===== src/rtl/vga_sync_generator.sv =====
// Free-running VGA pixel timing: position, visible flag, syncs and strobes.
// Every output is registered from the same "next pixel" counters, so all outputs in a cycle describe one pixel.
module vga_sync_generator #(
  parameter int H_VISIBLE       = 640,
  parameter int H_FRONT         = 16,
  parameter int H_SYNC          = 96,
  parameter int H_BACK          = 48,
  parameter int V_VISIBLE       = 480,
  parameter int V_FRONT         = 10,
  parameter int V_SYNC          = 2,
  parameter int V_BACK          = 33,
  parameter int SYNC_ACTIVE_LOW = 1
) (
  input  logic       i_clk,
  input  logic       i_rst_n,
  output logic [9:0] o_hpos,
  output logic [9:0] o_vpos,
  output logic       o_visible,
  output logic       o_hsync,
  output logic       o_vsync,
  output logic       o_line_strobe,
  output logic       o_frame_strobe
);

  localparam int H_TOTAL  = H_VISIBLE + H_FRONT + H_SYNC + H_BACK;
  localparam int V_TOTAL  = V_VISIBLE + V_FRONT + V_SYNC + V_BACK;
  localparam int HS_START = H_VISIBLE + H_FRONT;
  localparam int HS_STOP  = HS_START + H_SYNC;
  localparam int VS_START = V_VISIBLE + V_FRONT;
  localparam int VS_STOP  = VS_START + V_SYNC;
  localparam logic SYNC_ON  = (SYNC_ACTIVE_LOW != 0) ? 1'b0 : 1'b1;
  localparam logic SYNC_OFF = ~SYNC_ON;

  generate
    if (H_TOTAL > 1024 || V_TOTAL > 1024) begin : g_bad_totals
      $error("vga_sync_generator: H_TOTAL and V_TOTAL must not exceed 1024");
    end
  endgenerate

  logic [9:0]  h_cnt_reg, h_cnt_next;
  logic [9:0]  v_cnt_reg, v_cnt_next;
  logic [10:0] h_ext, v_ext;
  logic        visible_next, hsync_next, vsync_next;
  logic        line_strobe_next, frame_strobe_next;

  always_comb begin
    h_cnt_next = h_cnt_reg + 10'd1;
    v_cnt_next = v_cnt_reg;
    if (h_cnt_reg == 10'(H_TOTAL - 1)) begin
      h_cnt_next = '0;
      if (v_cnt_reg == 10'(V_TOTAL - 1)) begin
        v_cnt_next = '0;
      end else begin
        v_cnt_next = v_cnt_reg + 10'd1;
      end
    end
  end

  // One extra bit so a boundary equal to 1024 compares correctly.
  always_comb begin
    h_ext             = {1'b0, h_cnt_reg};
    v_ext             = {1'b0, v_cnt_reg};
    visible_next      = (h_ext < 11'(H_VISIBLE)) && (v_ext < 11'(V_VISIBLE));
    hsync_next        = ((h_ext >= 11'(HS_START)) && (h_ext < 11'(HS_STOP))) ? SYNC_ON : SYNC_OFF;
    vsync_next        = ((v_ext >= 11'(VS_START)) && (v_ext < 11'(VS_STOP))) ? SYNC_ON : SYNC_OFF;
    line_strobe_next  = (h_ext == 11'(H_VISIBLE));
    frame_strobe_next = (h_ext == 11'd0) && (v_ext == 11'(V_VISIBLE));
  end

  always_ff @(posedge i_clk or negedge i_rst_n) begin
    if (!i_rst_n) begin
      h_cnt_reg      <= '0;
      v_cnt_reg      <= '0;
      o_hpos         <= '0;
      o_vpos         <= '0;
      o_visible      <= 1'b0;
      o_hsync        <= SYNC_OFF;
      o_vsync        <= SYNC_OFF;
      o_line_strobe  <= 1'b0;
      o_frame_strobe <= 1'b0;
    end else begin
      h_cnt_reg      <= h_cnt_next;
      v_cnt_reg      <= v_cnt_next;
      o_hpos         <= h_cnt_reg;
      o_vpos         <= v_cnt_reg;
      o_visible      <= visible_next;
      o_hsync        <= hsync_next;
      o_vsync        <= vsync_next;
      o_line_strobe  <= line_strobe_next;
      o_frame_strobe <= frame_strobe_next;
    end
  end

endmodule


===== config.mk =====
export PLATFORM = sky130hd
export DESIGN_NAME = vga_sync_generator
export DESIGN_NICKNAME = d
export VERILOG_FILES = /design/src/rtl/vga_sync_generator.sv
export SDC_FILE = /design/constraint.sdc
export NUM_CORES = 1
export LEC_CHECK = 0
export CORE_ASPECT_RATIO = 1.5
export CORE_MARGIN = 2
export CORE_UTILIZATION = 43
export CTS_BUF_LIST = sky130_fd_sc_hd__clkbuf_16
export DETAILED_ROUTE_END_ITERATION = 8
export GPL_ROUTABILITY_DRIVEN = 1
export PLACE_DENSITY = 0.66
export SKIP_LAST_GASP = 1
export SYNTH_ARGS = -nofsm -noshare
export SYNTH_HDL_FRONTEND = slang
export SYNTH_SLANG_ARGS = --single-unit

===== constraint.sdc =====
create_clock -name i_clk -period 3 [get_ports i_clk]
set_input_delay 0.9 -clock i_clk [delete_from_list [all_inputs] [get_ports i_clk]]
set_output_delay 0.9 -clock i_clk [all_outputs]
set_load 0.05 [all_outputs]

==> results.json <==
{
  "holdWs_ps": 454,
  "timing.rr.end": "v_cnt_reg[8]$_DFFE_PN0N_",
  "critical_path.cell_chain": "clkdlybuf4s50_1",
  "dp_worst_setup_slack_ps": 811,
  "yosys_register_bits": 45,
  "ir_drop_uv": 532,
  "worst_path_dominant_cell_family": "buffers and inverters",
  "top_layer_used": "met4",
  "initialDrtViolationCount": 23,
  "synth.distinct_cells": 31,
  "critical_path.startpoint": "o_vsync$_DFF_PN1_",
  "timing.critical_path.required_ps": 2100,
  "cpMaxStageDelayCell": "sky130_fd_sc_hd__clkdlybuf4s50_1",
  "total_vias_in_the_final_route": 1111,
  "fillers": 322,
  "post-synth-top-area-cell": "sky130_fd_sc_hd__dfrtp_1",
  "route.antenna.remaining_nets": 0,
  "leakage_nw": 0.966,
  "r2r-start": "h_cnt_reg[7]$_DFF_PN0_",
  "gp_congestion": 0.839,
  "fin_cells": 209,
  "routed-wl-met3_um": 105,
  "wl_per_cell_um": 15.0,
  "drt-total-wl_um": 3140,
  "die_height_um": 81.5,
  "final_net_count": 169,
  "core_region_area_sq_um": 3890,
  "antenna_found_initial": 0,
  "drt-met1-wl_um": 1290,
  "floorplan.initialDensity": 0.442,
  "crit_path_max_fanout": 1,
  "root_buffer": "sky130_fd_sc_hd__clkbuf_16",
  "dp_hpwl_um": 2170,
  "final_layout_size_suffix_gt1_frac": 0.0915,
  "clkTransAtPathRegs_ps": 60,
  "cts.path.max_buffers": 2,
  "timing.clock.skew_ps": 4.78,
  "globalRouteTotalUtil": 0.154,
  "outcome": "completed",
  "yosysMostFrequentCell": "sky130_fd_sc_hd__dfrtp_1",
  "final_min_period_over_clock_period": 0.829,
  "worst_slack_ps": 512,
  "drt_pass1_iterations": 4,
  "postSynthCellCount": 132,
  "cts_hold_buf": 0,
  "end_kind": "output port",
  "synthDominantCellAreaShare": 0.625,
  "synth_common_cells": "sky130_fd_sc_hd__dfrtp_1 (43), sky130_fd_sc_hd__nand3_1 (8), sky130_fd_sc_hd__xnor2_1 (8)",
  "antenna-diode-count": 0,
  "mappedNetlistArea_sq_um": 1720,
  "worst_path_largest_cell_delay_ps": 790,
  "htreeDepth": 2,
  "design.die.area_sq_um": 4530,
  "numPortBuffers": 26,
  "part_of_the_yosys_area_used_for_sequential_elements": 0.656,
  "regToRegSetupSlack_ps": 840,
  "cp.arrival_ps": 1590,
  "synth_ff_type": "sky130_fd_sc_hd__dfrtp_1",
  "timing.critical_path.buf_inv": 1,
  "drv_cap": 0,
  "p_per_area_nw_per_um2": 557,
  "synthTopCellsByArea": "sky130_fd_sc_hd__dfrtp_1 (63%), sky130_fd_sc_hd__xnor2_1 (4.1%), sky130_fd_sc_hd__dfstp_2 (3.1%), sky130_fd_sc_hd__ha_1 (2.9%), sky130_fd_sc_hd__nand4_1 (2.5%)",
  "vias_per_cell": 5.32,
  "globalRoute.totalOverflow": 0,
  "io_pins": 27,
  "headroom_to_the_max_slew_limit": 0.353,
  "cp-start-kind": "register",
  "yosys_warnings": 0,
  "maxSlewViolCount": 0,
  "synth-edff-count": 0,
  "buffers_inserted_during_post_cts_setup_optimization": 0,
  "net_count_after_synthesis": 138,
  "timing.final.setup_violations": 0,
  "timing_worst_setup_path_type": "register to output port",
  "hold_path.class": "register to register",
  "tritoncts.num_buffers": 5,
  "grt_max_degree": 46,
  "worstMarginPinSlew_ps": 971,
  "rr_worst_depth": 4,
  "setup_repair_after_global_routing_missed_its_margin": "no",
  "clock.fmax_mhz": 402,
  "hold_viol": 0,
  "die_w_um": 55.6,
  "final_period_minus_worst_setup_slack_ps": 2490,
  "synthesis.area_per_instance_sq_um": 13.0,
  "cts_resized": 0,
  "drc": 0,
  "cts.sinks": 45,
  "critical_path.endpoint": "o_vsync",
  "critical_path_depth": 1,
  "skew_pair_late_insertion_delay_ps": 280,
  "grt_first_pass_wirelength_um": 5290,
  "area_growth_syn_to_layout_pct": 26.8,
  "fin_area_sq_um": 2180,
  "synth-async-reset-ratio": 1.00,
  "wl_met2_um": 1670,
  "dpl_cell_area_sq_um": 2020,
  "rows": 28,
  "fin_setup_tns_ps": 0,
  "dpl.cell_count": 201,
  "tritoncts": "built",
  "first_global_vias": 1123
}
-- worst min path at each step --
stage / start / endpoint / slack [ps] / depth (start not counted)
global route: h_cnt_reg[1]$_DFF_PN0_ / o_hpos[1]$_DFF_PN0_ / 460 / 0
floorplan: h_cnt_reg[4]$_DFF_PN0_ / o_hpos[4]$_DFF_PN0_ / 350 / 0
CTS: h_cnt_reg[1]$_DFF_PN0_ / o_hpos[1]$_DFF_PN0_ / 460 / 0
detailed placement: h_cnt_reg[1]$_DFF_PN0_ / o_hpos[1]$_DFF_PN0_ / 440 / 0
global placement: h_cnt_reg[1]$_DFF_PN0_ / o_hpos[1]$_DFF_PN0_ / 440 / 0
finish: h_cnt_reg[1]$_DFF_PN0_ / o_hpos[1]$_DFF_PN0_ / 450 / 0
-- metrics by stage --
stage               power [mW]  utilization
floorplan                0.618            -
global placement         0.630        0.519
detailed placement       0.631        0.519
CTS                       1.23        0.561
global route              1.25        0.561
finish                    1.22        0.561
-- where the power goes --
part,internal (mW),switching (mW)
sequential,0.607,0
combinational,0.000473,0.0110
clock,0.386,0.210
total,0.994,0.221
-- cells by family after synthesis --
kind of cell,Yosys count,share of synthesized area
adders and majority gates,4,0.0291
xor gates and xnor gates,13,0.0662
and+or+nand+nor,54,0.196
buffers and inverters,8,0.0204
DFF,45,0.656
AOI/OAI and AO/OA,8,0.0320
-- layout make-up --
cell class                      instances  area, sq um  area share
Clock inverter                          3         37.5      0.0172
Sequential cell                        45         1130       0.517
Tap cell                               45         56.3      0.0258
Inverter                                6         22.5      0.0103
Timing Repair Buffer                   26          255       0.117
Multi-Input combinational cell         79          557       0.255
Clock buffer                            5          125      0.0573
-- cell usage in the layout, fill, tap and decap left out, types with 2 or more instances in the layout --
| master | netlist | routed |
|---|---|---|
| sky130_fd_sc_hd__and3_1 | 4 | 4 |
| sky130_fd_sc_hd__clkbuf_16 | 0 | 5 |
| sky130_fd_sc_hd__clkdlybuf4s50_1 | 0 | 25 |
| sky130_fd_sc_hd__dfrtp_1 | 43 | 43 |
| sky130_fd_sc_hd__dfstp_2 | 2 | 2 |
| sky130_fd_sc_hd__ha_1 | 4 | 4 |
| sky130_fd_sc_hd__inv_1 | 6 | 7 |
| sky130_fd_sc_hd__nand2_1 | 6 | 6 |
| sky130_fd_sc_hd__nand3_1 | 8 | 8 |
| sky130_fd_sc_hd__nand4_1 | 7 | 7 |
| sky130_fd_sc_hd__nor2_1 | 7 | 7 |
| sky130_fd_sc_hd__nor2_2 | 2 | 2 |
| sky130_fd_sc_hd__nor3_1 | 3 | 3 |
| sky130_fd_sc_hd__nor4_1 | 4 | 4 |
| sky130_fd_sc_hd__nor4b_1 | 2 | 2 |
| sky130_fd_sc_hd__nor4bb_1 | 2 | 2 |
| sky130_fd_sc_hd__o21ai_0 | 5 | 5 |
| sky130_fd_sc_hd__xnor2_1 | 8 | 8 |
| sky130_fd_sc_hd__xor2_1 | 5 | 5 |
-- layer usage --
layer,track usage,vias up
met5,0,-
met4,0.0805,0
met3,0.0409,8
met2,0.264,24
met1,0.177,552
li1,-,527
No activity file was read; power rests on OpenSTA's default activity.
